--- src/rtl/mem_arbiter.sv ---
`timescale 1ns/1ps
`default_nettype none
// ============================================================================
// mem_arbiter : round-robin IFU/LSU arbiter for the single pmem data port.
// Rev 1.0     : initial release
// ============================================================================
module mem_arbiter #(
    parameter int LAT   = 2,
    parameter int CNT_W = 4
) (
    input  logic        clk,
    input  logic        rst_n,
    input  logic        ifu_req_valid,
    output logic        ifu_req_ready,
    input  logic [31:0] ifu_addr,
    output logic        ifu_resp_valid,
    input  logic        ifu_resp_ready,
    output logic [31:0] ifu_rdata,
    input  logic        lsu_req_valid,
    output logic        lsu_req_ready,
    input  logic        lsu_wr,
    input  logic [31:0] lsu_addr,
    input  logic [31:0] lsu_wdata,
    input  logic [3:0]  lsu_wstrb,
    output logic        lsu_resp_valid,
    input  logic        lsu_resp_ready,
    output logic [31:0] lsu_rdata,
    output logic        mem_en,
    output logic        mem_wr,
    output logic [31:0] mem_addr,
    output logic [31:0] mem_wdata,
    output logic [3:0]  mem_wstrb,
    input  logic [31:0] mem_rdata
);

    localparam logic [1:0] c_idle   = 2'd0;
    localparam logic [1:0] c_wait   = 2'd1;
    localparam logic [1:0] c_access = 2'd2;
    localparam logic [1:0] c_resp   = 2'd3;

    localparam logic [1:0]       c_after_req = (LAT > 0) ? c_wait : c_access;
    localparam logic [CNT_W-1:0] c_lat       = CNT_W'(LAT);
    localparam logic [CNT_W-1:0] c_one       = CNT_W'(1);

    logic [1:0]       r_state;
    logic [1:0]       w_next;
    logic [CNT_W-1:0] r_cnt;
    logic             r_id;      // owner of the transaction: 1 = LSU
    logic             r_last;    // last granted requester: 1 = LSU
    logic             r_wr;
    logic [31:0]      r_addr;
    logic [31:0]      r_wdata;
    logic [3:0]       r_wstrb;
    logic [31:0]      r_rdata;
    logic             w_gnt_lsu;
    logic             w_resp_hs;

    // On contention the requester that did not win last time gets the port.
    assign w_gnt_lsu = lsu_req_valid && (!ifu_req_valid || !r_last);
    assign w_resp_hs = (r_state == c_resp) && (r_id ? lsu_resp_ready : ifu_resp_ready);

    always_ff @(posedge clk or negedge rst_n) begin
        if (!rst_n) begin
            r_state <= c_idle;
        end else begin
            r_state <= w_next;
        end
    end

    always_comb begin
        w_next = r_state;
        case (r_state)
            c_idle:   if (ifu_req_ready || lsu_req_ready) w_next = c_after_req;
            c_wait:   if (r_cnt == c_one) w_next = c_access;
            c_access: w_next = c_resp;
            c_resp:   if (w_resp_hs) w_next = c_idle;
            default:  w_next = c_idle;
        endcase
    end

    always_comb begin
        ifu_req_ready  = (r_state == c_idle) && ifu_req_valid && !w_gnt_lsu;
        lsu_req_ready  = (r_state == c_idle) && w_gnt_lsu;
        ifu_resp_valid = (r_state == c_resp) && !r_id;
        lsu_resp_valid = (r_state == c_resp) && r_id;
        mem_en         = (r_state == c_access);
        mem_wr         = r_wr;
        mem_addr       = r_addr;
        mem_wdata      = r_wdata;
        mem_wstrb      = r_wstrb;
        ifu_rdata      = r_rdata;
        lsu_rdata      = r_rdata;
    end

    always_ff @(posedge clk or negedge rst_n) begin
        if (!rst_n) begin
            r_cnt   <= '0;
            r_id    <= 1'b0;
            r_last  <= 1'b1;
            r_wr    <= 1'b0;
            r_addr  <= '0;
            r_wdata <= '0;
            r_wstrb <= '0;
            r_rdata <= '0;
        end else begin
            if (ifu_req_ready) begin
                r_id    <= 1'b0;
                r_last  <= 1'b0;
                r_wr    <= 1'b0;
                r_addr  <= ifu_addr;
                r_wdata <= '0;
                r_wstrb <= '0;
                r_cnt   <= c_lat;
            end else if (lsu_req_ready) begin
                r_id    <= 1'b1;
                r_last  <= 1'b1;
                r_wr    <= lsu_wr;
                r_addr  <= lsu_addr;
                r_wdata <= lsu_wdata;
                r_wstrb <= lsu_wstrb;
                r_cnt   <= c_lat;
            end
            if (r_state == c_wait) begin
                r_cnt <= r_cnt - c_one;
            end
            // Captured for writes too, so the ack carries the access result.
            if (r_state == c_access) begin
                r_rdata <= mem_rdata;
            end
        end
    end

endmodule
`default_nettype wire

--- config.mk ---
export PLATFORM = sky130hd
export DESIGN_NAME = mem_arbiter
export DESIGN_NICKNAME = d
export VERILOG_FILES = /design/src/rtl/mem_arbiter.sv
export SDC_FILE = /design/constraint.sdc
export NUM_CORES = 1
export LEC_CHECK = 0
export CORE_UTILIZATION = 35
export DETAILED_ROUTE_END_ITERATION = 8
export PLACE_DENSITY_LB_ADDON = 0.2
export SYNTH_ARGS = -nofsm -noshare
export SYNTH_HDL_FRONTEND = slang
export SYNTH_SLANG_ARGS = --single-unit
export TNS_END_PERCENT = 30
--- constraint.sdc ---
create_clock -name clk -period 2.2 [get_ports clk]
set_input_delay 0.55 -clock clk [delete_from_list [all_inputs] [get_ports clk]]
set_output_delay 0.55 -clock clk [all_outputs]
set_load 0.02 [all_outputs]
=== Word level (Yosys, flattened, before mapping) ===
Index checks and enable logic that the tools add are counted.

* Register bits: 109
* Bits of input ports: 139
* Word-level logic and storage cells: 52

* Reduce and logical (&&, ||, !) cells: 17
* Multiplexer cells: 18
* Add/subtract/negate cells: 1
* Equal/unequal tests: 7

{| class="wikitable"
|+ Operators with widths
! operator !! number
|-
| $mux W32 || 4
|-
| $mux W4 || 5
|-
| $pmux W2 S4 || 1
|-
| $logic_and A1 B1 Y1 || 7
|-
| $mux W2 || 3
|-
| $ne A2 B2 Y1 const B || 3
|-
| $mux W1 || 5
|-
| $eq A2 B2 Y1 const B || 2
|-
| $eq A4 B1 Y1 const B || 1
|-
| $logic_not A1 Y1 || 4
|-
| $sub A4 B1 Y4 const B || 1
|-
| $reduce_and A3 Y1 || 1
|-
| $reduce_bool A3 Y1 || 1
|-
| $eq A2 B1 Y1 const B || 1
|-
| $logic_not A2 Y1 || 1
|-
| $logic_or A1 B1 Y1 || 2
|-
| $reduce_bool A2 Y1 || 1
|}

=== Longest topological paths before layout ===
Gate-level depths: netlist of run 1.

* Word-level depth: 8
* Depth in mapped cells: 7

=== Worst setup path after synthesis of run 1 ===
OpenSTA, ideal clock, no wires.

* Kind: register -> output
* From: register r_state[0]
* To: output port ifu_req_ready
* Cell stages (with the launch flop): 6
* Arrival: 1,267 ps
* Buffers on the path: 1
* Slack: 383 ps
* Path through: dfrtp_1 inv_1 ha_1 nand2_1 a21oi_2 buf_2

* Longest elaborated chain between the ends: 3

{| class="wikitable"
|+ Ends and longest elaborated chain
! element !! RTL line !! text
|-
| start: declaration || 45 || <nowiki>logic [1:0] r_state;</nowiki>
|-
| start signal: assignment || 64 || <nowiki>r_state <= c_idle;</nowiki>
|-
| start signal: assignment || 66 || <nowiki>r_state <= w_next;</nowiki>
|-
| $logic_not A2 Y1 || 82 || <nowiki>ifu_req_ready = (r_state == c_idle) && ifu_req_valid && !w_gnt_lsu;</nowiki>
|-
| $logic_and A1 B1 Y1 (2 in a row) || 82 ||
|-
| end: declaration || 14 || <nowiki>output logic ifu_req_ready,</nowiki>
|}

Every way passes these cells.

=== Worst setup path after layout of run 1 ===
Same ends and word-level chain as after synthesis.

==> summary.txt, run 1 <==
Outcome
  – Status: complete, no violations

Clock tree
  – CTS root buf: clkbuf_16
  – Worst-skew pair later-pin latency: 0.34 ns
  – Max H-tree Level: 3
  – CTS clk-pin slew, worst paths: 0.07 ns
  – TritonCTS buffer count: 9
  – CTS Hold Buffers Added: 0
  – Clock Path Buffers: 2
  – # clock sinks: 109
  – CTS tree: built

GRT
  – Global route hottest layer: met2
  – Global routing usage on met1: 23.9%
  – First-pass GRT wire length: 20200 um
  – M2 GR Usage: 32.9%
  – Vias in the first global route: 3788
  – GRT Total Usage: 19.8%
  – Remaining Overflow, GRT: 0
  – Met3 Track Usage GR: 6.69%
  – Initial antenna violation count: 0
  – Pin count of the biggest net entering global routing: 110

Timing
  – Fmax: 0.478 GHz
  – Final Max Slew Viols: 0
  – Clock Skews: 0.00626 ns
  – Worst slew margin: 48.8%
  – RSZ-0062 raised after global routing: false
  – Minimum clock period: 2.09 ns
  – Final TNS setup: 0 ns
  – Hold slack final: 0.269 ns
  – Period utilization: 95.1%
  – Setup violators final: 0
  – Worst-Margin Slew: 0.767 ns
  – Fin. Hold Viols: 0

Pwr
  – Pwr Density: 1550 nW/um2
  – Comb pwr share: 56.6%
  – Seq pwr share: 30.9%
  – Switch Pwr: 4510 uW
  – Switch share: 38.1%
  – LEAKAGE: 0.00322 uW
  – Max VDD drop: 0.696 mV
  – Pint: 7310 uW
  – Clk pwr share: 12.5%

Logic synthesis
  – Gate Count Post-Synth: 335
  – Yosys warns: 0
  – #FFs+latches synth: 109
  – Top_reg_cell synth: dfrtp_1
  – Syn Area/Cell: 13.7 um2
  – Ys async rst share: 100%
  – Number of enable flip-flop cells after synthesis: 0
  – Part of the Yosys area used for sequential elements: 59.7%
  – Mapped Area: 4570 um2
  – Syn Nets: 480
  – Synth cell types: 28

Detailed routing
  – Total routed wirelength: 13100 um
  – Iteration-0 DRC Markers: 198
  – Routed len/inst: 17.3 um
  – Pre-antenna DRT Iters: 5
  – ANT nets after route: 0
  – Via count: 3713
  – Via density: 4.90
  – Drt drc: 0

Floorplan
  – Die Y: 116 um
  – Core Box Area: 12700 um2
  – Die width: 116 um
  – Initial Utilization: 36.1%
  – Total die area: 13500 um2
  – FP Rows: 41
  – Io pins: 277

Worst setup path
  – Critical Path AT: 1.54 ns
  – Worst R2R Setup Slack: 0.27 ns
  – Startpoint class of the critical path: flip-flop
  – CP Data Required Time: 1.65 ns
  – Crit Path Max Fanout: 5
  – CP endpoint kind: output pin
  – Critical path class: reg2out

Final layout
  – Layout fillers: 1046
  – Final instance area: 7610 um2
  – Footprint of the multi-input gates: 1510 um2
  – Layout area overhead: 66.4%
  – # nets final: 726
  – Register Area: 2730 um2
  – Finished Layout Cells: 758
  – Share of cells above drive strength 1: 11.9%
  – Diodes inserted: 0

Placement
  – Placement Cell Area: 7340 um2
  – IO Port Bufs: 276
  – Placed Cells: 741
  – Routability Congestion: 0.767
  – HPWL after DPL: 9600 um

Min path
  – HP Class: in2async

Flow run
  – Max_cap viols: 0
## metal layers
layer	up-vias	wire (um)
li1	1694	-
met1	1812	5130
met2	194	6440
met3	13	1370
met4	0	188
met5	-	0
## cell type report
cell class	instances	area share [%]
well taps	172	2.83
inverters	6	0.296
clock buffers	13	3.29
flip-flops and latches	109	35.8
multi-input cells	167	19.9
repair buffers	288	37.7
clock inverters	3	0.197
## layout by cell type (no fill, tap or decap), types with 2 or more instances in the layout
cell type,Yosys,routed
clkinv_2,0,3
clkbuf_1,5,3
ha_1,6,5
dfrtp_1,108,108
a22o_1,38,38
mux2_2,33,33
buf_4,32,10
nand2_1,4,3
dlygate4sd2_1,0,4
and2_1,3,3
inv_1,6,5
o21ai_0,4,4
clkdlybuf4s50_1,0,269
buf_12,0,2
a21oi_4,0,2
clkbuf_16,0,9
mux2i_1,3,3
buf_6,0,2
and2_0,30,30
a221o_1,32,32
## synth_stat cells (2+ instances only)
master / count / share of area (%)
ha_1: 6 / 1.6
buf_4: 32 / 5.3
and2_1: 3 / 0.41
dfrtp_1: 108 / 59
a21oi_2: 2 / 0.38
nand2_1: 4 / 0.33
mux2_2: 33 / 8.1
o21ai_0: 4 / 0.44
buf_2: 16 / 1.8
a221o_1: 32 / 7.0
clkbuf_1: 5 / 0.41
inv_1: 6 / 0.49
a22o_1: 38 / 7.3
and2_0: 30 / 4.1
mux2i_1: 3 / 0.66
## flip-flops by register name, summed over array words and instances (netlist names)
name and count:
mem_wdata 32, mem_wstrb 4, r_last 1, r_cnt 4, ifu_rdata 32, mem_addr 32, r_state 2, mem_wr 1
r_id 1
## path summary, 6_finish.rpt
path / startpoint / end / depth (start not counted)
setup / recovery: r_state[0] / ifu_req_ready / 6
hold / removal: rst_n / mem_wdata[18] / 2
setup reg to reg: r_state[0] / mem_addr[0] / 6
hold reg to reg: mem_wstrb[2] / mem_wstrb[2] / 1
max in group asynchronous: rst_n / mem_addr[7] / 2
min in group clk: mem_wstrb[2] / mem_wstrb[2] / 1
## timing repair
action / in CTS / in global routing
endpoints found under the setup margin: 5 / 2
gates resized for setup: 8 / 4
buffers inserted: 0 / 1
endpoints found under the hold margin: 0 / 0
cloned: 0 / 0
## worst max-delay path, cell delays in order (launching register included)
cell and delay, ns:
dfrtp_1 0.42, inv_2 0.08, ha_2 0.19, buf_6 0.12
nand2_2 0.08, a21oi_4 0.16, buf_6 0.14
## cell families after synthesis
family	share of synthesized area, %
mux	9.03
flops	59.7
fa+ha+maj	1.64
simple gates	5.47
compound gates	16.3
buf+inv	7.90
## stage by stage
step	utilization [%]	total power (uW)	worst slack [ns]
6_report	60.1	11800	0.108
5_1_grt	60.1	12500	0.0133
4_1_cts	60.0	12000	-0.0326
3_5_place_dp	57.9	10400	-0.234
3_3_place_gp	57.9	10300	-0.239
2_1_floorplan	-	7470	0.383
## power by group through the flow
stage | Combinational, uW | Clock, uW | Sequential, uW
finish | 6690 | 1480 | 3660
global placement | 6630 | 0 | 3650
CTS | 6750 | 1530 | 3670
detailed placement | 6750 | 0 | 3660
floorplan | 2790 | 0 | 4690
global route | 7140 | 1610 | 3790
Power figures use the tool's default switching activity.
==> run 2: changes to the inputs <==
--- a/config.mk
+++ b/config.mk
@@ -8,6 +8,7 @@
 export CORE_UTILIZATION = 35
 export DETAILED_ROUTE_END_ITERATION = 8
 export PLACE_DENSITY_LB_ADDON = 0.2
+export SETUP_SLACK_MARGIN = 0.3
 export SYNTH_ARGS = -nofsm -noshare
 export SYNTH_HDL_FRONTEND = slang
 export SYNTH_SLANG_ARGS = --single-unit
==> summary.txt, run 2 (synthesis gave the netlist of run 1 again) <==
Timing
  – Hold slack final: 0.272 ns (+0.00360 ns)
  – Fin. Hold Viols: 0 (unchanged)
  – Final Max Slew Viols: 0 (unchanged)
  – Setup violators final: 0 (unchanged)
  – Worst slew margin: 61.8% (+13 points)
  – Clock Skews: 0.00677 ns (+0.000509 ns)
  – Worst-Margin Slew: 0.573 ns (-0.194 ns)
  – Period utilization: 90.0% (-5.1 points)
  – Minimum clock period: 1.98 ns (-0.112 ns)
  – RSZ-0062 raised after global routing: true
  – Final TNS setup: 0 ns (unchanged)
  – Fmax: 0.505 GHz (+5.7%)
  – Final worst setup slack: 0.220 ns (+0.112 ns)

Final layout
  – Most common cell after layout, fill and taps aside: clkdlybuf4s50_1
  – Register Area: 2730 um2 (unchanged)
  – # nets final: 734 (+1.1%)
  – Final instance area: 7770 um2 (+2.1%)
  – Footprint of the multi-input gates: 1550 um2 (+2.3%)
  – Layout area overhead: 69.9%
  – Share of cells above drive strength 1: 14.1% (+2.2 points)
  – Most frequent cells in the layout: 239 x clkdlybuf4s50_1, 108 x dfrtp_1, 38 x a22o_1
  – Layout fillers: 1024 (-2.1%)
  – Diodes inserted: 0 (unchanged)

Clock tree
  – Worst-skew pair later-pin latency: 0.34 ns (about the same)
  – CTS tree: built
  – Clock Path Buffers: 2 (unchanged)
  – TritonCTS buffer count: 9 (unchanged)
  – CTS root buf: clkbuf_16
  – CTS clk-pin slew, worst paths: 0.07 ns (about the same)
  – # clock sinks: 109 (unchanged)
  – Max H-tree Level: 3 (unchanged)

GRT
  – Pin count of the biggest net entering global routing: 110 (unchanged)
  – Remaining Overflow, GRT: 0 (unchanged)
  – First-pass GRT wire length: 20300 um (+0.96%)
  – Initial antenna violation count: 0 (unchanged)
  – GRT Total Usage: 20.0% (+0.19 points)
  – Vias in the first global route: 3840 (+1.4%)

Placement
  – HPWL after DPL: 9600 um (unchanged)
  – Routability Congestion: 0.767 (unchanged)
  – Placement Cell Area: 7340 um2 (unchanged)
  – IO Port Bufs: 276 (unchanged)
  – Setup WS pre-CTS: -0.234 ns (unchanged)

Worst setup path
  – CP endpoint kind: output pin
  – Critical path class: reg2out
  – Most frequent CP cell: buf_6
  – Crit Path Max Fanout: 2 (-3)
  – Worst-path cell chain: inv_2 -> ha_4 -> buf_6 -> nand2_4 -> a21oi_4 -> buf_6
  – Startpoint class of the critical path: flip-flop
  – Max incr delay on CP: 0.39 ns (-0.03 ns)
  – Slowest cell on the critical path: dfrtp_1
  – Critical Path AT: 1.43 ns (-0.11 ns)
  – CP Data Required Time: 1.65 ns (about the same)

Floorplan
  – Die width: 116 um (unchanged)
  – Total die area: 13500 um2 (unchanged)
  – Core Box Area: 12700 um2 (unchanged)
  – Die Y: 116 um (unchanged)
  – Initial Utilization: 36.1% (unchanged)
  – FP Rows: 41 (unchanged)
  – Io pins: 277 (unchanged)

Detailed routing
  – Iteration-0 DRC Markers: 158 (-20%)
  – Routed len/inst: 17.6 um (+1.5%)
  – ANT nets after route: 0 (unchanged)
  – Total routed wirelength: 13500 um (+2.5%)
  – Via density: 4.87 (-0.48%)
  – Pre-antenna DRT Iters: 4 (-1)
  – Drt drc: 0 (unchanged)
  – Via count: 3734 (+0.57%)

Outcome
  – Status: complete, no violations

Pwr
  – Max VDD drop: 0.699 mV (+0.44%)
  – LEAKAGE: 0.00353 uW (+9.7%)
  – Pwr Density: 1530 nW/um2 (-1.2%)

Flow run
  – Max_cap viols: 0 (unchanged)

Min path
  – HP Class: in2async
## run 2: cell types whose count changed in the layout (fill, tap and decap cells not counted), sizes merged
cell,delta
dlygate4sd2,+2
dlymetal6s2s,+25
buf,+11
clkdlybuf4s50,-30
## run 2: final timing paths
path | from | end | slack [ns] | cells after the start
worst max-delay path | r_state[0] | ifu_req_ready | 0.22 | 6
min in group clk | mem_wstrb[2] | mem_wstrb[2] | 0.50 | 1
worst min-delay path | rst_n | mem_wdata[31] | 0.27 | 2
worst max register to register | r_state[0] | r_state[1] | 0.35 | 7
max in group asynchronous | rst_n | mem_addr[7] | 1.49 | 2
worst min register to register | mem_wstrb[2] | mem_wstrb[2] | 0.50 | 1
## run 2: timing repair
item	CTS	global route
setup endpoints to repair	107	165
hold endpoints to repair	0	0
gates cloned	0	0
pin swaps	3	1
hold buffers	0	0
buffers inserted	6	3
resized for setup	36	30
## run 2: power breakdown
group / internal [uW] / leakage (uW) / switching, uW
logic: 3550 / 0.00205 / 3250
registers: 3000 / 0.00135 / 640
clock network: 795 / 0.000133 / 687
total: 7350 / 0.00353 / 4570
## run 2: worst max-delay path, delay by kind of cell (launching register included)
family / cells / cell delay (ns)
fa+ha+maj: 1 / 0.15
compound gates: 1 / 0.16
buf+inv: 3 / 0.34
simple gates: 1 / 0.05
flops: 1 / 0.39
## run 2: cell type report
class / count / share of cell area, %
clock inverters: 3 / 0.193
flip-flops and latches: 109 / 35.1
inverters: 6 / 0.290
repair buffers: 296 / 38.5
multi-input cells: 167 / 19.9
clock buffers: 13 / 3.22
well taps: 172 / 2.77
## run 2: per-stage QoR
stage                     total power [uW]  instances  utilization (%)
final                                11900        766             61.3
after global routing                 12600        766             61.3
after CTS                            12000        763             60.5
after detailed placement             10400        741             57.9
after global placement               10300        741             57.9
after floorplan                       7470        335                -
## run 2: routing by layer
layer / routed length (um) / global-route usage [%] / vias to the layer above
met5: 0 / 0 / -
met4: 238 / 8.03 / 0
met3: 1400 / 6.75 / 13
met2: 6550 / 33.3 / 184
met1: 5260 / 23.9 / 1828
li1: - / - / 1709
